$ cat config.mk
export PLATFORM = sky130hd
export DESIGN_NAME = vec_mem_unit
export DESIGN_NICKNAME = d
export VERILOG_FILES = /design/src/rtl/vec_mem_pkg.sv /design/src/rtl/vec_lane_sel.sv /design/src/rtl/vec_mem_unit.sv
export SDC_FILE = /design/constraint.sdc
export NUM_CORES = 1
export LEC_CHECK = 0
export BUFFER_PORTS_ARGS = -buffer_cell sky130_fd_sc_hd__buf_2
export CAP_MARGIN = 20
export CORE_AREA = 8 8 235 237
export CTS_CLUSTER_SIZE = 25
export DETAILED_ROUTE_END_ITERATION = 8
export DIE_AREA = 0 0 243 245
export PLACE_DENSITY_LB_ADDON = 0.1
export SLEW_MARGIN = 20
export SYNTH_ARGS = -nofsm -noshare
export SYNTH_HDL_FRONTEND = slang
export SYNTH_SLANG_ARGS = --single-unit
$ cat constraint.sdc
create_clock -name clk -period 4.55 [get_ports clk]
set_input_delay 0.91 -clock clk [delete_from_list [all_inputs] [get_ports clk]]
set_output_delay 0.91 -clock clk [all_outputs]
set_load 0.02 [all_outputs]
$ cat src/rtl/vec_mem_pkg.sv
// Shared constants and types for the vector load/store engine.
// Lane geometry, address width, FSM state encoding and lane/index types.
package vec_mem_pkg;

    localparam int LANES  = 16;
    localparam int LANE_W = 16;
    localparam int VEC_W  = LANES * LANE_W;
    localparam int ADDR_W = 32;
    localparam int IDX_W  = $clog2(LANES);

    typedef enum logic [2:0] {
        IDLE,
        STORE,
        LOAD,
        DRAIN,
        DONE
    } vmem_state_t;

    typedef logic [LANE_W-1:0] lane_t;
    typedef logic [IDX_W-1:0]  idx_t;

endpackage

$ cat src/rtl/vec_lane_sel.sv
// Combinational 16:1 lane multiplexer.
// Ports: vec_i (256-bit vector), sel_i (lane index), lane_o (selected lane).
module vec_lane_sel
    import vec_mem_pkg::*;
(
    input  logic [VEC_W-1:0] vec_i,
    input  idx_t             sel_i,
    output lane_t            lane_o
);

    assign lane_o = vec_i[sel_i*LANE_W +: LANE_W];

endmodule

$ cat src/rtl/vec_mem_unit.sv
// Multi-cycle vector load/store engine: serialises a 256-bit vector to
// 16-bit memory (store) or gathers 16 elements into rdata (load).
// Ports: clk/rst_n; start, op_store, scalar_mode, base_addr, wdata request;
// busy/done status; rdata load result; mem_* single-lane memory port.
module vec_mem_unit
    import vec_mem_pkg::*;
(
    input  logic              clk,
    input  logic              rst_n,
    input  logic              start,
    input  logic              op_store,
    input  logic              scalar_mode,
    input  logic [ADDR_W-1:0] base_addr,
    input  logic [VEC_W-1:0]  wdata,
    output logic              busy,
    output logic              done,
    output logic [VEC_W-1:0]  rdata,
    output logic [ADDR_W-1:0] mem_addr,
    output lane_t             mem_wdata,
    output logic              mem_we,
    output logic              mem_re,
    input  lane_t             mem_rdata
);

    vmem_state_t       state_q, state_d;
    idx_t              idx_q, idx_d;
    idx_t              last_q, last_d;
    logic [ADDR_W-1:0] base_q, base_d;
    logic [VEC_W-1:0]  wdata_q, wdata_d;
    logic [VEC_W-1:0]  rdata_q, rdata_d;

    lane_t             sel_lane;
    logic              cap_en;
    idx_t              cap_idx;
    logic              active;

    vec_lane_sel u_sel (
        .vec_i  (wdata_q),
        .sel_i  (idx_q),
        .lane_o (sel_lane)
    );

    // Read data lags the request by one cycle, so LOAD writes lane
    // idx-1 and DRAIN picks up the final lane.
    assign cap_en  = ((state_q == LOAD) && (idx_q != '0)) ||
                     (state_q == DRAIN);
    assign cap_idx = (state_q == DRAIN) ? last_q : idx_q - 1'b1;

    always_comb begin
        state_d = state_q;
        idx_d   = idx_q;
        last_d  = last_q;
        base_d  = base_q;
        wdata_d = wdata_q;
        rdata_d = rdata_q;
        if (cap_en) begin
            rdata_d[cap_idx*LANE_W +: LANE_W] = mem_rdata;
        end
        unique case (state_q)
            IDLE: begin
                if (start) begin
                    state_d = op_store ? STORE : LOAD;
                    idx_d   = '0;
                    last_d  = scalar_mode ? '0 : idx_t'(LANES - 1);
                    base_d  = base_addr;
                    wdata_d = wdata;
                    if (!op_store) begin
                        rdata_d = '0;
                    end
                end
            end
            STORE, LOAD: begin
                if (idx_q == last_q) begin
                    state_d = (state_q == STORE) ? DONE : DRAIN;
                    idx_d   = '0;
                end else begin
                    idx_d = idx_q + 1'b1;
                end
            end
            DRAIN:   state_d = DONE;
            DONE:    state_d = IDLE;
            default: state_d = IDLE;
        endcase
    end

    always_ff @(posedge clk or negedge rst_n) begin
        if (!rst_n) begin
            state_q <= IDLE;
            idx_q   <= '0;
            last_q  <= '0;
            base_q  <= '0;
            wdata_q <= '0;
            rdata_q <= '0;
        end else begin
            state_q <= state_d;
            idx_q   <= idx_d;
            last_q  <= last_d;
            base_q  <= base_d;
            wdata_q <= wdata_d;
            rdata_q <= rdata_d;
        end
    end

    assign active    = (state_q == STORE) || (state_q == LOAD);
    assign busy      = (state_q != IDLE);
    assign done      = (state_q == DONE);
    assign mem_we    = (state_q == STORE);
    assign mem_re    = (state_q == LOAD);
    assign mem_addr  = active ? base_q + ADDR_W'(idx_q) : '0;
    assign mem_wdata = mem_we ? sel_lane : '0;
    assign rdata     = rdata_q;

endmodule

---- Yosys cells after proc, flatten, opt, wreduce, memory -nomap -nowiden ----
Index checks and enable logic that the tools add are counted.
storage, ports and cells
  latch bits .............................. 0
  RAM bits ................................ 0
  bits in read-only memories .............. 0
  register bits after elaboration ......... 555
  memories ................................ 0
  output and inout port bits .............. 308
cells by class
  shift operators ......................... 3
  eq/ne operators ......................... 7
  div/mod/pow operators ................... 0
  add/sub/neg operators ................... 4
  $lt $le $gt $ge ......................... 0
  multiplexer cells ....................... 17
  $mul .................................... 0
  reductions and logical operators ........ 11
  bitwise gates (word level) .............. 0
operator list
  cell                                                      count
  2-to-1 mux 256 bit                                        4
  bitwise mux 256 bit                                       1
  variable shift 16 x 34 -> 256 bit (first input constant)  1
  indexed part select 16 x 34 -> 256 bit                    1
  indexed part select 256 x 9 -> 16 bit                     1
  negator 8 -> 34 bit                                       1
  adder 32 x 4 -> 32 bit                                    1
  2-to-1 mux 32 bit                                         1
  2-to-1 mux 16 bit                                         1
  2-to-1 mux 4 bit                                          4
  2-to-1 mux 3 bit                                          3
  case mux 3 bit (3 select lines)                           1
  case mux 4 bit (2 select lines)                           1
  equality test 3 x 2 -> 1 bit (second input constant)      2
  AND reduction 2 bit                                       3
  adder 4 x 1 -> 4 bit (second input constant)              1
  equality test 4 bit                                       1
  != test 2 bit (second input constant)                     2
  nonzero test 4 bit                                        1
  subtractor 4 x 1 -> 4 bit (second input constant)         1
  equality test 3 x 1 -> 1 bit (second input constant)      1
  equality test 3 bit (second input constant)               1
  logical NOT 3 bit                                         1
  nonzero test 3 bit                                        1
  other kinds (5)                                           6

---- Logic depth before layout (Yosys ltp) ----
Gate-level depths: netlist (run 1).
  depth in word-level cells ............... 9
  depth in mapped cells ................... 15
  depth with buffers taken out ............ 10

---- By module ----
From an unflattened synthesis (run 1), not the netlist that was laid out.
unflattened totals
  cells, all modules ...................... 1843
  area, all modules ....................... 24612.4 um^2
by module, submodules not included
  module        cells each  sequential area each (um^2)  area each (um^2)  times used
  vec_mem_unit  1706        13813.2                      22679.3           1
  vec_lane_sel  137         0.0                          1933.1            1

---- Least setup slack after synthesis (run 1) ----
OpenSTA, ideal clock, no wires.
  path kind ............................... flip-flop to output port
  start point ............................. register idx_q[1]
  end point ............................... output mem_addr[22]
  stages on the path, launching flop included .. 11
  setup slack ............................. 738 ps
  path buffers ............................ 3
  data arrival time ....................... 2902 ps
  cells stage by stage .................... dfrtp_1 clkbuf_1 buf_2 buf_1 inv_1 fa_1 nand2b_1 a21oi_1 nand4_1 xor2_1 nor2_1
on the way
  longest elaborated chain between the ends .. 2
ends and longest elaborated chain
  what                    line                 text
  from (decl)             vec_mem_unit.sv:26   idx_t idx_q, idx_d;
  from (signal assigned)  vec_mem_unit.sv:96   idx_q <= idx_d;
  adder 32 x 4 -> 32 bit  vec_mem_unit.sv:109  assign mem_addr = active ? base_q + ADDR_W'(idx_q) : '0;
  2-to-1 mux 32 bit       vec_mem_unit.sv:109
  to (decl)               vec_mem_unit.sv:18   output logic [ADDR_W-1:0] mem_addr,
No other way between the ends.

---- Worst setup path in the final report (run 1) ----
  start point ............................. register idx_q[1]
  end point ............................... output mem_addr[13]
The elaborated chain is that of the path after synthesis.

==> impl_metrics.csv, run 1 <==
group,metric,value,unit
logic_synthesis,synthAdderAreaFrac,0.6069,%
clocking,cts.sinks,552,
sta,tightest_slew,1.109,ns
grt,grt_max_degree,119,
cells_and_area,final_area,31580,um^2
grt,grt_overflow,0,
critical_path,cp.required,3.64,ns
drt,routedWlPerCell,26.16,um
place,dpl.hpwl,63.20,mm
power_and_ir_drop,seqPwrFrac,33.6,%
logic_synthesis,muxShareOfSynthArea,25.00,%
power_and_ir_drop,p_int,13.72,mW
sta,period_minus_slack,4.300,ns
cells_and_area,area_growth,21.57,%
die,dieArea,59540,um^2
drt,drt_first_pass_iters,5,
clocking,cts_buffers,58,
critical_path,cpPeakStageDelay,0.83,ns
sta,rsz0062_at_grt,"no",
power_and_ir_drop,p_clk_share,21.5,%
sta,setup_tns,0,ns
power_and_ir_drop,pwr-share-comb,44.9,%
critical_path,crit_type,"flop to primary output",
cells_and_area,fillers,4273,
grt,grt_pass1_wl,130.0,mm
die,io_pins,617,
power_and_ir_drop,leakage,15.38,nW
die,die_y,245,um
power_and_ir_drop,vdd_drop_max,0.5368,mV
logic_synthesis,async_flop_share,100.0,%
logic_synthesis,syn_nets,2350,
die,rows,84,
cells_and_area,finalNonFillerCells,3319,
power_and_ir_drop,powerDensity,725.7,nW/um^2
cells_and_area,seqCellArea,13820,um^2
grt,antenna_found_initial,42,
sta,setup_viol,0,
clocking,cts_setup_buffers,0,
critical_path,critPathSlowestCell,"buf_4",
place,gp_congestion,0.8488,
status,outcome,"completed",
power_and_ir_drop,switching_share,40.13,%
cells_and_area,fin_nets,2880,
logic_synthesis,synth_warnings,0,
logic_synthesis,ys_seq_elements,552,
drt,finalWirelength,86.81,mm
die,initial_utilization,50.23,%
sta,finalHoldViolations,0,
worst_hold_path,hp-class,"input port to asynchronous set/reset pin",
grt,grt_pass1_vias,20524,
sta,skew,0.01969,ns
logic_synthesis,synth_ff_type,"dfrtp_1",
drt,vias_per_cell,5.868,
critical_path,cp.arrival,3.39,ns
logic_synthesis,synth_compound_area_share,6.325,%
die,core_area,51710,um^2
drt,drtIter0Drc,1389,
logic_synthesis,yosys.area_share.simple,9.913,%
critical_path,cpLargestDelayFamily,"buffers and inverters",
cells_and_area,drive_above_1_share,44.40,%
clocking,cts_htree_levels,2,
logic_synthesis,synth_cell_type_count,65,
clocking,clk_pin_slew,0.06,ns
logic_synthesis,synth_xor_area_share,1.344,%
drt,via_count,19475,
sta,whs,0.2614,ns
drt,drc,0,
clocking,clockBufferDepth,3,
place,dp.cells,3187,
logic_synthesis,syn-cell-area,25970,um^2
critical_path,crit_top_cell,"buf_4",
cells_and_area,multiInputGateArea,11250,um^2
clocking,cts_tree,"built",
sta,final-max-slew-violation-count,0,
sta,period_share,94.50,%
power_and_ir_drop,p_sw,9.196,mW
logic_synthesis,yosysSeqAreaShare,53.18,%
sta,max_slew_margin,26.06,%
critical_path,cp_cell_sequence,"buf_4 -> ha_1 -> a21oi_1 -> o22ai_1 -> buf_4 -> nand4_1 -> xor2_1 -> nor2_1 -> buf_2",
logic_synthesis,syn_avg_cell_area,12.80,um^2
logic_synthesis,synth_top_family_by_area,"multiplexers",
power_and_ir_drop,p_total,22.92,mW
logic_synthesis,syn_inst,2029,
job,cap_viol_max_count,0,
sta,clock.fmax,0.2326,GHz
critical_path,endpoint_kind,"primary output",
drt,drtAntennaViolNets,0,
die,die_w,243,um
critical_path,path_max_fanout,68,
critical_path,cp_num_buf_inv,3,
clocking,clkLatencyLatePin,0.62,ns
grt,grt_use_total,28.35,%
place,portBuffers,616,
logic_synthesis,synth-edff-count,0,
critical_path,worstSetupStartpointType,"flop",
clocking,cts_root_buf,"clkbuf_16",
place,placed_cell_area,29510,um^2
## layout by cell type, fill, tap and decap left out, types with 31 or more instances in the layout
master	synthesis	final
nand3_1	78	78
buf_2	67	615
mux2i_1	147	147
nand4_1	83	83
mux4_2	80	80
o31ai_1	65	65
nand2_1	192	191
nor2_1	40	40
clkbuf_16	0	59
dfrtp_1	552	549
a21oi_1	73	72
buf_4	10	31
mux2_2	286	286
## state kept, by name (all words and copies together), names as in the netlist
signal and flops:
rdata 256, wdata_q 256, base_q 32, idx_q 4, state_q 3, last_q 1
## kinds of logic after synthesis
group                    count (synthesis)
AND/OR/NAND/NOR                        490
buffers and inverters                  202
flip-flops                             552
XOR/XNOR                                36
multiplexers                           513
adder cells (fa/ha/maj)                 12
AO/OA/AOI/OAI                          224
## synthesized netlist by cell type (all sizes together) (18+ instances only)
library cell  number  area share, %
dfrtp            552             53
mux2             286             12
nand2            192            2.8
mux2i            147            5.7
buf              103            2.2
nand3             87            2.1
clkbuf            84            1.2
nand4             84            2.0
mux4              80            6.9
a21oi             73            1.4
o31ai             65            1.9
nor2              41           0.62
xor2              30            1.1
o2bb2ai           29            1.0
and2              23           0.55
nor2b             18           0.43
## area by class of cell
cell class	instances	area share, %
Antenna cell	25	0.1981
Clock buffer	88	5.591
Clock inverter	19	0.7331
Inverter	15	0.1783
Multi-Input combinational cell	1275	35.63
Sequential cell	552	43.77
Tap cell	688	2.726
Timing Repair Buffer	657	11.17
## power groups by stage
stage / registers (mW) / logic, mW / clock network, mW
finish: 7.70 / 10.3 / 4.93
global route: 7.91 / 11.0 / 5.21
CTS: 7.69 / 10.3 / 5.01
detailed placement: 7.77 / 10.3 / 0
global placement: 7.68 / 10.1 / 0
floorplan: 7.71 / 7.13 / 0
## final timing paths
path | start | endpoint | slack, ns | depth (start not counted)
setup / recovery | idx_q[1] | mem_addr[13] | 0.25 | 9
max in group asynchronous | rst_n | wdata_q[82] | 3.15 | 2
hold / removal | rst_n | rdata[29] | 0.26 | 1
hold reg to reg | rdata[117] | rdata[117] | 0.48 | 1
setup reg to reg | idx_q[0] | rdata[254] | 0.58 | 10
min in group clk | scalar_mode | last_q[2] | 0.46 | 2
## layer usage
layer	share of wire, %	up-vias	GRT usage [%]
li1	-	8564	-
met3	7.7	195	7.913
met1	37	9951	33.12
met2	50	731	48.27
met4	4.5	34	13.36
met5	0.26	-	0
## metrics by stage
stage | setup slack, ns | utilization (%)
after floorplan | 0.7383 | -
after global placement | 0.6687 | 57.08
after detailed placement | 0.5720 | 57.08
after CTS | 0.08947 | 60.94
after global routing | 0.1016 | 61.01
final | 0.2501 | 61.07
## what timing repair did
item | in CTS | in global routing
setup endpoints to repair | 0 | 9
hold buffers | 0 | 0
gates resized for setup | 0 | 1
Power figures use the tool's default switching activity.
==> inputs of run 2 (changes only) <==
Settings changed: CELL_PAD_IN_SITES_DETAIL_PLACEMENT set to 0, CELL_PAD_IN_SITES_GLOBAL_PLACEMENT set to 1, CORE_AREA 8 8 235 237 to not set, CORE_MARGIN set to 8, CORE_UTILIZATION set to 43, DIE_AREA 0 0 243 245 to not set, SETUP_SLACK_MARGIN set to 0.4.
==> run 2 against run 1 <==
Net effect:
- clock skew rose by 0.0022 ns
- critical path type unchanged
- largest power group unchanged
- highest routed layer unchanged
- sequential share of layout area fell by 0.099 points
- via count fell by 1.4%
- combinational power barely moved
- sequential power fell by 0.5%
- final cell count rose by 2.5%
==> impl_metrics.csv, run 2 (synthesis gave the netlist of run 1 again) <==
group,metric,value,unit
critical_path,path_max_fanout,40,
power_and_ir_drop,leakage,15.38,nW
clocking,clkLatencyLatePin,0.63,ns
critical_path,regToRegSetupSlack,0.85,ns
clocking,clockBufferDepth,3,
place,portBuffers,616,
job,cap_viol_max_count,0,
drt,met1_length,35.39,mm
place,gp_congestion,0.8567,
critical_path,r2r-end,"rdata[189]",
drt,routed-wl-met2,46.02,mm
die,initial_utilization,43.28,%
cells_and_area,drive_above_1_share,44.35,%
die,die_w,261.8,um
clocking,cts_buffers,60,
critical_path,worstSetupStartpointType,"flop",
sta,setup_tns,0,ns
critical_path,endpoint_kind,"primary output",
clocking,cts_htree_levels,2,
die,die_y,261.8,um
die,dieArea,68530,um^2
cells_and_area,final_area,31650,um^2
sta,clock.fmax,0.2515,GHz
die,core_area,60020,um^2
power_and_ir_drop,vdd_drop_max,0.5566,mV
drt,drtAntennaViolNets,0,
sta,fin_ws,0.5745,ns
clocking,cts_tree,"built",
grt,grt_max_degree,106,
drt,routedWlPerCell,26.95,um
drt,drtIter0Drc,1245,
place,dpl.hpwl,66.91,mm
clocking,cts_root_buf,"clkbuf_16",
drt,via_count,19195,
die,io_pins,617,
grt,grt_pass1_vias,20492,
sta,setup_viol,0,
place,dp_slack,0.8046,ns
power_and_ir_drop,powerDensity,724.7,nW/um^2
drt,drc,0,
drt,drt_first_pass_iters,7,
grt,grt_use_total,26.22,%
sta,skew,0.02188,ns
sta,finalHoldViolations,0,
cells_and_area,final_common_cell,"buf_2",
die,rows,90,
sta,rsz0062_at_grt,"no",
cells_and_area,fin_nets,2884,
drt,highest_layer,"met5",
clocking,cts.sinks,552,
cells_and_area,mostFrequentLayoutCells,"buf_2 (615), dfrtp_1 (549), mux2_2 (286), nand2_1 (191), mux2i_1 (147)",
status,outcome,"completed",
drt,finalWirelength,91.68,mm
sta,final-max-slew-violation-count,0,
sta,tightest_slew,1.081,ns
critical_path,cp.required,3.64,ns
clocking,cts_setup_buffers,0,
clocking,clk_pin_slew,0.06,ns
drt,wl_met3,6.473,mm
sta,max_slew_margin,27.86,%
place,placed_cell_area,29620,um^2
sta,period_minus_slack,3.976,ns
grt,antenna_found_initial,28,
critical_path,cp.arrival,3.07,ns
grt,grt_overflow,0,
critical_path,r2r-start,"idx_q[0]",
critical_path,crit_type,"flop to primary output",
worst_hold_path,hp-class,"input port to asynchronous set/reset pin",
sta,period_share,87.37,%
clocking,cts_hold_buffers,0,
critical_path,r2r_cells,8,
cells_and_area,area_growth,21.84,%
grt,grt_pass1_wl,134.5,mm
drt,vias_per_cell,5.642,
## run 2: metal layers
metal | vias up | track usage [%]
met5 | - | 0
met4 | 34 | 10.06
met3 | 174 | 7.094
met2 | 566 | 44.80
met1 | 9906 | 31.45
li1 | 8515 | -
## run 2: worst max path at each step
stage	startpoint	end	cells past startpoint
6_report	idx_q[0]	mem_wdata[4]	5
5_1_grt	idx_q[0]	mem_addr[30]	10
4_1_cts	idx_q[0]	mem_addr[14]	9
3_5_place_dp	idx_q[0]	rdata[254]	7
3_3_place_gp	idx_q[0]	rdata[254]	7
2_1_floorplan	idx_q[1]	mem_addr[22]	10
## run 2: stage by stage
stage,instances,hold WS (ns),power (mW),util [%]
floorplan,2029,0.4752,14.84,-
global placement,3282,0.4704,17.96,49.35
detailed placement,3282,0.4688,18.18,49.35
CTS,3391,0.2406,23.14,52.67
global route,3394,0.2653,24.15,52.70
finish,3402,0.2176,22.94,52.73
## run 2: worst max-delay path, stage by stage, from the launching register on
cell       delay [ns]
dfrtp_4          0.54
bufbuf_16        0.46
mux4_2           0.57
mux4_2           0.47
nor2b_1          0.15
buf_2            0.20
## run 2: cell type report
type	instances	area, um^2
fillers	5335	28370
flip-flops and latches	552	13820
multi-input cells	1275	11250
repair buffers	659	3561
clock buffers	89	1770
well taps	782	978.4
clock inverters	19	183.9
inverters	15	56.30
diodes	11	27.53
## run 2: power by group
group          leakage (nW)  switching (mW)  internal, mW
Combinational          7.36            6.22          4.21
Sequential             7.05            1.06          6.59
Clock                 0.970            2.05          2.79
## run 2: what timing repair did
action                                  in CTS  in global routing
endpoints found under the setup margin      16                  3
resized for setup                            1                  1
gates cloned                                 1                  0
